File: src/rtl/branch_predictor.sv
`default_nettype none
// ============================================================================
// Module   : branch_predictor
// Purpose  : Direct-mapped BTB with 2-bit saturating direction counters,
//            combinational fetch-side lookup, decode-side training, and
//            saturating performance counters for resolutions/mispredicts.
// Revision : 1.0 - initial release
// ============================================================================
module branch_predictor #(
  parameter int BTB_ENTRIES = 16,
  parameter int CNT_W       = 32
) (
  input  logic             clk,
  input  logic             reset,
  input  logic [31:0]      pc_f,
  input  logic [31:0]      pcplus4_f,
  output logic             pred_taken_f,
  output logic [31:0]      pc_pred_f,
  input  logic             cflow_valid,
  input  logic             cflow_taken,
  input  logic             mispredict,
  input  logic [31:0]      pc_d,
  input  logic [31:0]      pc_jump,
  input  logic             stall_d,
  input  logic             flush_btb,
  output logic [CNT_W-1:0] perf_cflow_cnt,
  output logic [CNT_W-1:0] perf_mispred_cnt
);

  localparam int IDX_W = $clog2(BTB_ENTRIES);
  localparam int TAG_W = 32 - IDX_W - 2;
  localparam logic [CNT_W-1:0] c_CNT_ONE = {{(CNT_W-1){1'b0}}, 1'b1};
  localparam logic [CNT_W-1:0] c_CNT_MAX = {CNT_W{1'b1}};

  // Valid bits and counters live in flops (they need reset); tag and target
  // arrays carry no reset so they can map onto distributed RAM.
  logic [BTB_ENTRIES-1:0] r_valid;
  logic [1:0]             r_ctr    [BTB_ENTRIES];
  logic [TAG_W-1:0]       r_tag    [BTB_ENTRIES];
  logic [31:0]            r_target [BTB_ENTRIES];
  logic [CNT_W-1:0]       r_cflow_cnt;
  logic [CNT_W-1:0]       r_mispred_cnt;

  logic [IDX_W-1:0] w_idx_f;
  logic [TAG_W-1:0] w_tag_f;
  logic             w_hit_f;
  logic [IDX_W-1:0] w_idx_d;
  logic [TAG_W-1:0] w_tag_d;
  logic             w_hit_d;
  logic             w_accept;
  logic [1:0]       w_ctr_d;
  logic [1:0]       w_ctr_next;
  logic             w_unused;

  // Byte-offset bits of both PCs carry no information for a 4-byte ISA.
  assign w_unused = ^{pc_f[1:0], pc_d[1:0]};

  assign w_idx_f = pc_f[IDX_W+1:2];
  assign w_tag_f = pc_f[31:IDX_W+2];
  assign w_idx_d = pc_d[IDX_W+1:2];
  assign w_tag_d = pc_d[31:IDX_W+2];

  // A single decode resolution may sit in a stalled stage for many cycles;
  // only the cycle in which it leaves decode trains the table.
  assign w_accept = cflow_valid && !stall_d;

  // Lookup: the valid bit gates the tag compare so unwritten array contents
  // can never produce a prediction.
  always_comb begin
    w_hit_f      = 1'b0;
    pred_taken_f = 1'b0;
    pc_pred_f    = pcplus4_f;
    if (r_valid[w_idx_f]) begin
      w_hit_f = (r_tag[w_idx_f] == w_tag_f);
    end
    pred_taken_f = w_hit_f && r_ctr[w_idx_f][1];
    if (pred_taken_f) begin
      pc_pred_f = r_target[w_idx_f];
    end
  end

  // Training-side hit detection and saturating counter step.
  always_comb begin
    w_hit_d    = 1'b0;
    w_ctr_d    = r_ctr[w_idx_d];
    w_ctr_next = w_ctr_d;
    if (r_valid[w_idx_d]) begin
      w_hit_d = (r_tag[w_idx_d] == w_tag_d);
    end
    if (cflow_taken) begin
      if (w_ctr_d != 2'b11) begin
        w_ctr_next = w_ctr_d + 2'd1;
      end
    end else begin
      if (w_ctr_d != 2'b00) begin
        w_ctr_next = w_ctr_d - 2'd1;
      end
    end
  end

  // Valid bits and direction counters: reset > flush > training.
  always_ff @(posedge clk or posedge reset) begin
    if (reset) begin
      r_valid <= '0;
      for (int i = 0; i < BTB_ENTRIES; i++) begin
        r_ctr[i] <= 2'b01;
      end
    end else if (flush_btb) begin
      r_valid <= '0;
    end else if (w_accept) begin
      if (w_hit_d) begin
        r_ctr[w_idx_d] <= w_ctr_next;
      end else if (cflow_taken) begin
        r_valid[w_idx_d] <= 1'b1;
        r_ctr[w_idx_d]   <= 2'b10;
      end
    end
  end

  // Tag/target write on any taken accept: refreshes the target on a hit and
  // allocates (evicting any alias) on a miss; the tag is unchanged on a hit.
  always_ff @(posedge clk) begin
    if (!reset && !flush_btb && w_accept && cflow_taken) begin
      r_tag[w_idx_d]    <= w_tag_d;
      r_target[w_idx_d] <= pc_jump;
    end
  end

  // Performance counters count every accepted resolution, flush or not,
  // and stick at all-ones instead of wrapping.
  always_ff @(posedge clk or posedge reset) begin
    if (reset) begin
      r_cflow_cnt   <= '0;
      r_mispred_cnt <= '0;
    end else if (w_accept) begin
      if (r_cflow_cnt != c_CNT_MAX) begin
        r_cflow_cnt <= r_cflow_cnt + c_CNT_ONE;
      end
      if (mispredict && (r_mispred_cnt != c_CNT_MAX)) begin
        r_mispred_cnt <= r_mispred_cnt + c_CNT_ONE;
      end
    end
  end

  assign perf_cflow_cnt   = r_cflow_cnt;
  assign perf_mispred_cnt = r_mispred_cnt;

endmodule
`default_nettype wire

File: config.mk
export PLATFORM = sky130hd
export DESIGN_NAME = branch_predictor
export DESIGN_NICKNAME = d
export VERILOG_FILES = /design/src/rtl/branch_predictor.sv
export SDC_FILE = /design/constraint.sdc
export NUM_CORES = 1
export LEC_CHECK = 0
export CAP_MARGIN = 20
export CORE_UTILIZATION = 33
export DETAILED_ROUTE_END_ITERATION = 12
export PLACE_DENSITY = 0.55
export RECOVER_POWER = 100
export SYNTH_ARGS = -nofsm -noshare
export SYNTH_HDL_FRONTEND = slang
export SYNTH_SLANG_ARGS = --single-unit
File: constraint.sdc
create_clock -name clk -period 7.6 [get_ports clk]
set_input_delay 1.52 -clock clk [delete_from_list [all_inputs] [get_ports clk]]
set_output_delay 1.52 -clock clk [all_outputs]
set_load 0.05 [all_outputs]
==> results by group <==
Finish
  – Layout cells sized above 1: 0.247
  – Area Growth Syn to Fin: 16.9%
  – Fin nets: 2,726
  – # fillers: 12,235
  – Design area: 52,600 um2
  – Final Non-Filler Cells: 4,465

Power
  – Int Pwr: 0.00959 W
  – Share of power burned in registers: 0.507
  – Comb pwr share: 0.080
  – P_sw: 0.00290 W
  – Switching part of the total power: 0.232
  – Worst VDD drop: 0.186 mV
  – Proportion of power drawn by the clock network: 0.414
  – PwrDens: 237 nW/um2
  – Lkg Pwr: 17.1 nW

STA
  – Fin. max-slew vios: 1,032
  – Period utilisation layout: 0.950
  – Relative slew slack: -1.65
  – Hold Slack: 0.479 ns
  – FMAX: 138 MHz
  – # setup viols final: 0
  – Least-Margin Pin Slew: 3.98 ns
  – Worst Skew: 0.0487 ns
  – Minimum clock period: 7.22 ns
  – Setup TNS: 0 ns
  – Final hold violations: 0
  – RSZ-0062 raised after global routing: false

Worst setup path
  – Crit path required time: 6.08 ns
  – CP Class: in -> out
  – Maximum fanout along the worst path: 63
  – Worst path top cell family by delay: buffers and inverters
  – Buffers and inverters on the worst path: 5
  – Arrival time worst endpoint: 5.70 ns
  – Reg-to-reg setup timing slack: 3.41 ns
  – Critical Path Stages: 14
  – Slowest cell delay on critical path: 0.51 ns
  – CP startpoint kind: input port
  – Worst r2r src: r_tag[10][17]
  – CP endpoint kind: output pin
  – Crit-path cells: buf_8 -> buf_4 -> buf_4 -> mux4_2 -> and2_1 -> a211oi_1 -> a21oi_1 -> xor2_1 -> nor2_1 -> and4_1 -> and4_1 -> buf_12 -> mux2_1 -> clkbuf_2
  – Reg2reg end: r_ctr[5]
  – R2R cell count: 9
  – Slowest stage cell, crit path: mux4_2

Detailed routing
  – Via density per instance: 5.47
  – Drt pass-1 iters: 5
  – Antenna-violating nets left: 0
  – Vias: 24,438
  – Drt first-iter violations: 2,413
  – WL final: 125,000 um
  – DR DRC count: 0
  – Avg WL per Cell: 28.0 um

Yosys
  – Synth Area in Adders: 0.00100
  – Compound-gate portion of the synthesized area: 0.0274
  – Post-synth cell types: 75
  – Largest family of logic cells by synthesized area: multiplexers
  – #FFs+latches synth: 1,040
  – Ys flop type: edfxtp_1
  – Synth Instances: 2,301
  – Syn nets: 2,438
  – Fraction of synthesized area in multiplexers: 0.215
  – Xor/xnor share of the synthesized area: 0.0222
  – Post-synth top area share: 0.619
  – Async set-reset flop share out of synthesis: 0.108
  – Number of flops mapped to enable cells by yosys: 928
  – Mapped Area: 45,000 um2
  – Top cell type by total area after synthesis: edfxtp_1
  – Synthesized area per cell: 19.6 um2
  – Synth area leaders: edfxtp_1 (62%), mux4_2 (19%), dfrtp_1 (5.3%), mux2i_1 (1.7%), xnor2_1 (1.6%)
  – Synth cell count leaders: edfxtp_1 (928), mux4_2 (375), dfrtp_1 (96), nand2_1 (94), xnor2_1 (84)
  – Post-Synth Simple-Gate Area: 0.0327
  – Count leader, synth: edfxtp_1
  – Post-synthesis sequential area ratio: 0.682
  – Yosys warns: 0

Die
  – Core Rows: 135
  – Io pins: 232
  – Die X: 371 um
  – Die Ht: 371 um
  – CORE AREA: 135,000 um2
  – Die ar.: 138,000 um2
  – Initial Util: 0.332

Place
  – IO Port Bufs: 227
  – Hpwl dp: 72,900 um
  – Post-Place Cells: 4,259
  – RD Place Congestion: 0.854
  – Cell Area, Placed: 49,600 um2

Status
  – Status: finished, violations left
  – Failing checks: max-capacitance violations, max-slew violations

Clock tree
  – Number of hold buffers added after CTS: 0
  – Clock input transition at the sequential cells of the worst setup and hold paths: 0.05 ns
  – Worst skew pair latency: 0.73 ns
  – H-tree depth: 3
  – CTS tree: done
  – Post-CTS Resized: 0
  – Max clock buf depth: 3
  – Num CTS Buffers: 109
  – CTS root buf: clkbuf_16
  – Post-CTS setup buffer count: 0
  – Clock sink count: 1,040

Global route
  – GRT Total Usage: 0.180
  – Grt met3 use: 0.0380
  – First-pass GRT wire length: 179,000 um
  – GRT Residual Overflow: 0
  – Largest net degree at the start of global routing: 84
  – Initial antenna violation count: 29
  – Gr busiest metal: met2
  – Met2 usage: 0.292
  – Vias in the first global route: 25,305
  – M1 GR Usage: 0.246

Job
  – Max Cap Viol: 33

Min path
  – WHS Path Cells: 1
  – Hold Path End: perf_mispred_cnt[16]
  – Hold_sp: perf_mispred_cnt[16]
  – Min-Delay Path Class: reg -> reg
## cells in the final DEF, fill, tap and decap left out, types with 11 or more instances in the layout
cell type          n
o22a_1            16
xor2_1            30
o21ai_0           30
a21oi_1           11
dfrtp_1           96
o21ai_1           16
a22oi_1           16
inv_1             36
mux4_2           375
xnor2_1           84
nor2_1            62
clkinv_1          30
clkinv_2          18
clkdlybuf4s50_1   62
nor3_1            20
nand4_1           21
clkbuf_2          35
and2_1            11
nand3_1           29
buf_4             53
mux2i_1           77
nand2_1           95
o22ai_1           36
dlygate4sd3_1    125
clkbuf_1          41
mux2_2            12
clkbuf_16        109
dfstp_2           16
mux2_1            30
edfxtp_1         928
## sequential cells by signal, summed over array words and instances, names as in the netlist
| name | cells |
|---|---|
| r_valid | 16 |
| perf_cflow_cnt | 32 |
| r_target | 512 |
| perf_mispred_cnt | 32 |
| r_tag | 416 |
| r_ctr | 32 |
## worst max-delay path by stage
stage                  from            end  slack (ns)
finish              pc_f[2]   pc_pred_f[1]        0.38
global route        pc_f[2]  pc_pred_f[14]        0.11
CTS                 pc_f[2]   pc_pred_f[1]        0.44
detailed placement  pc_f[2]   pc_pred_f[1]        0.46
global placement    pc_f[2]   pc_pred_f[0]        0.42
floorplan           pc_d[5]   r_tag[12][0]        0.51
## cell type report
class	count	area, um2	area share
Tap cell	1781	2230	0.0423
Multi-Input combinational cell	1095	13500	0.256
Sequential cell	1040	30700	0.583
Inverter	38	144	0.00273
Clock buffer	132	2840	0.0540
Antenna cell	5	12.5	0.000238
Clock inverter	69	596	0.0113
Timing Repair Buffer	305	2670	0.0507
## layer usage
layer	share of wire	wire (um)
met1	0.42	52600
met4	0.027	3360
met5	0.0013	162
met3	0.072	9040
met2	0.48	59700
## logic make-up after synthesis
family,after synthesis
buf+inv,166
flops,1040
fa+ha+maj,4
compound gates,181
simple gates,302
xor+xnor,114
mux,494
## power groups by stage
| stage | Sequential [W] | Clock, W | Combinational (W) |
|---|---|---|---|
| floorplan | 0.00652 | 0 | 0.000542 |
| global placement | 0.00644 | 0 | 0.00101 |
| detailed placement | 0.00644 | 0 | 0.00103 |
| CTS | 0.00632 | 0.00528 | 0.00103 |
| global route | 0.00633 | 0.00548 | 0.00106 |
| finish | 0.00632 | 0.00516 | 0.000996 |
## stage by stage
stage	worst slack (ns)	total power, W	util
floorplan	0.515	0.00706	-
detailed placement	0.465	0.00747	0.366
CTS	0.436	0.0126	0.391
finish	0.376	0.0125	0.389
global route	0.106	0.0129	0.388
global placement	0.418	0.00745	0.366
Note: power is estimated with default switching activity, not from simulation.
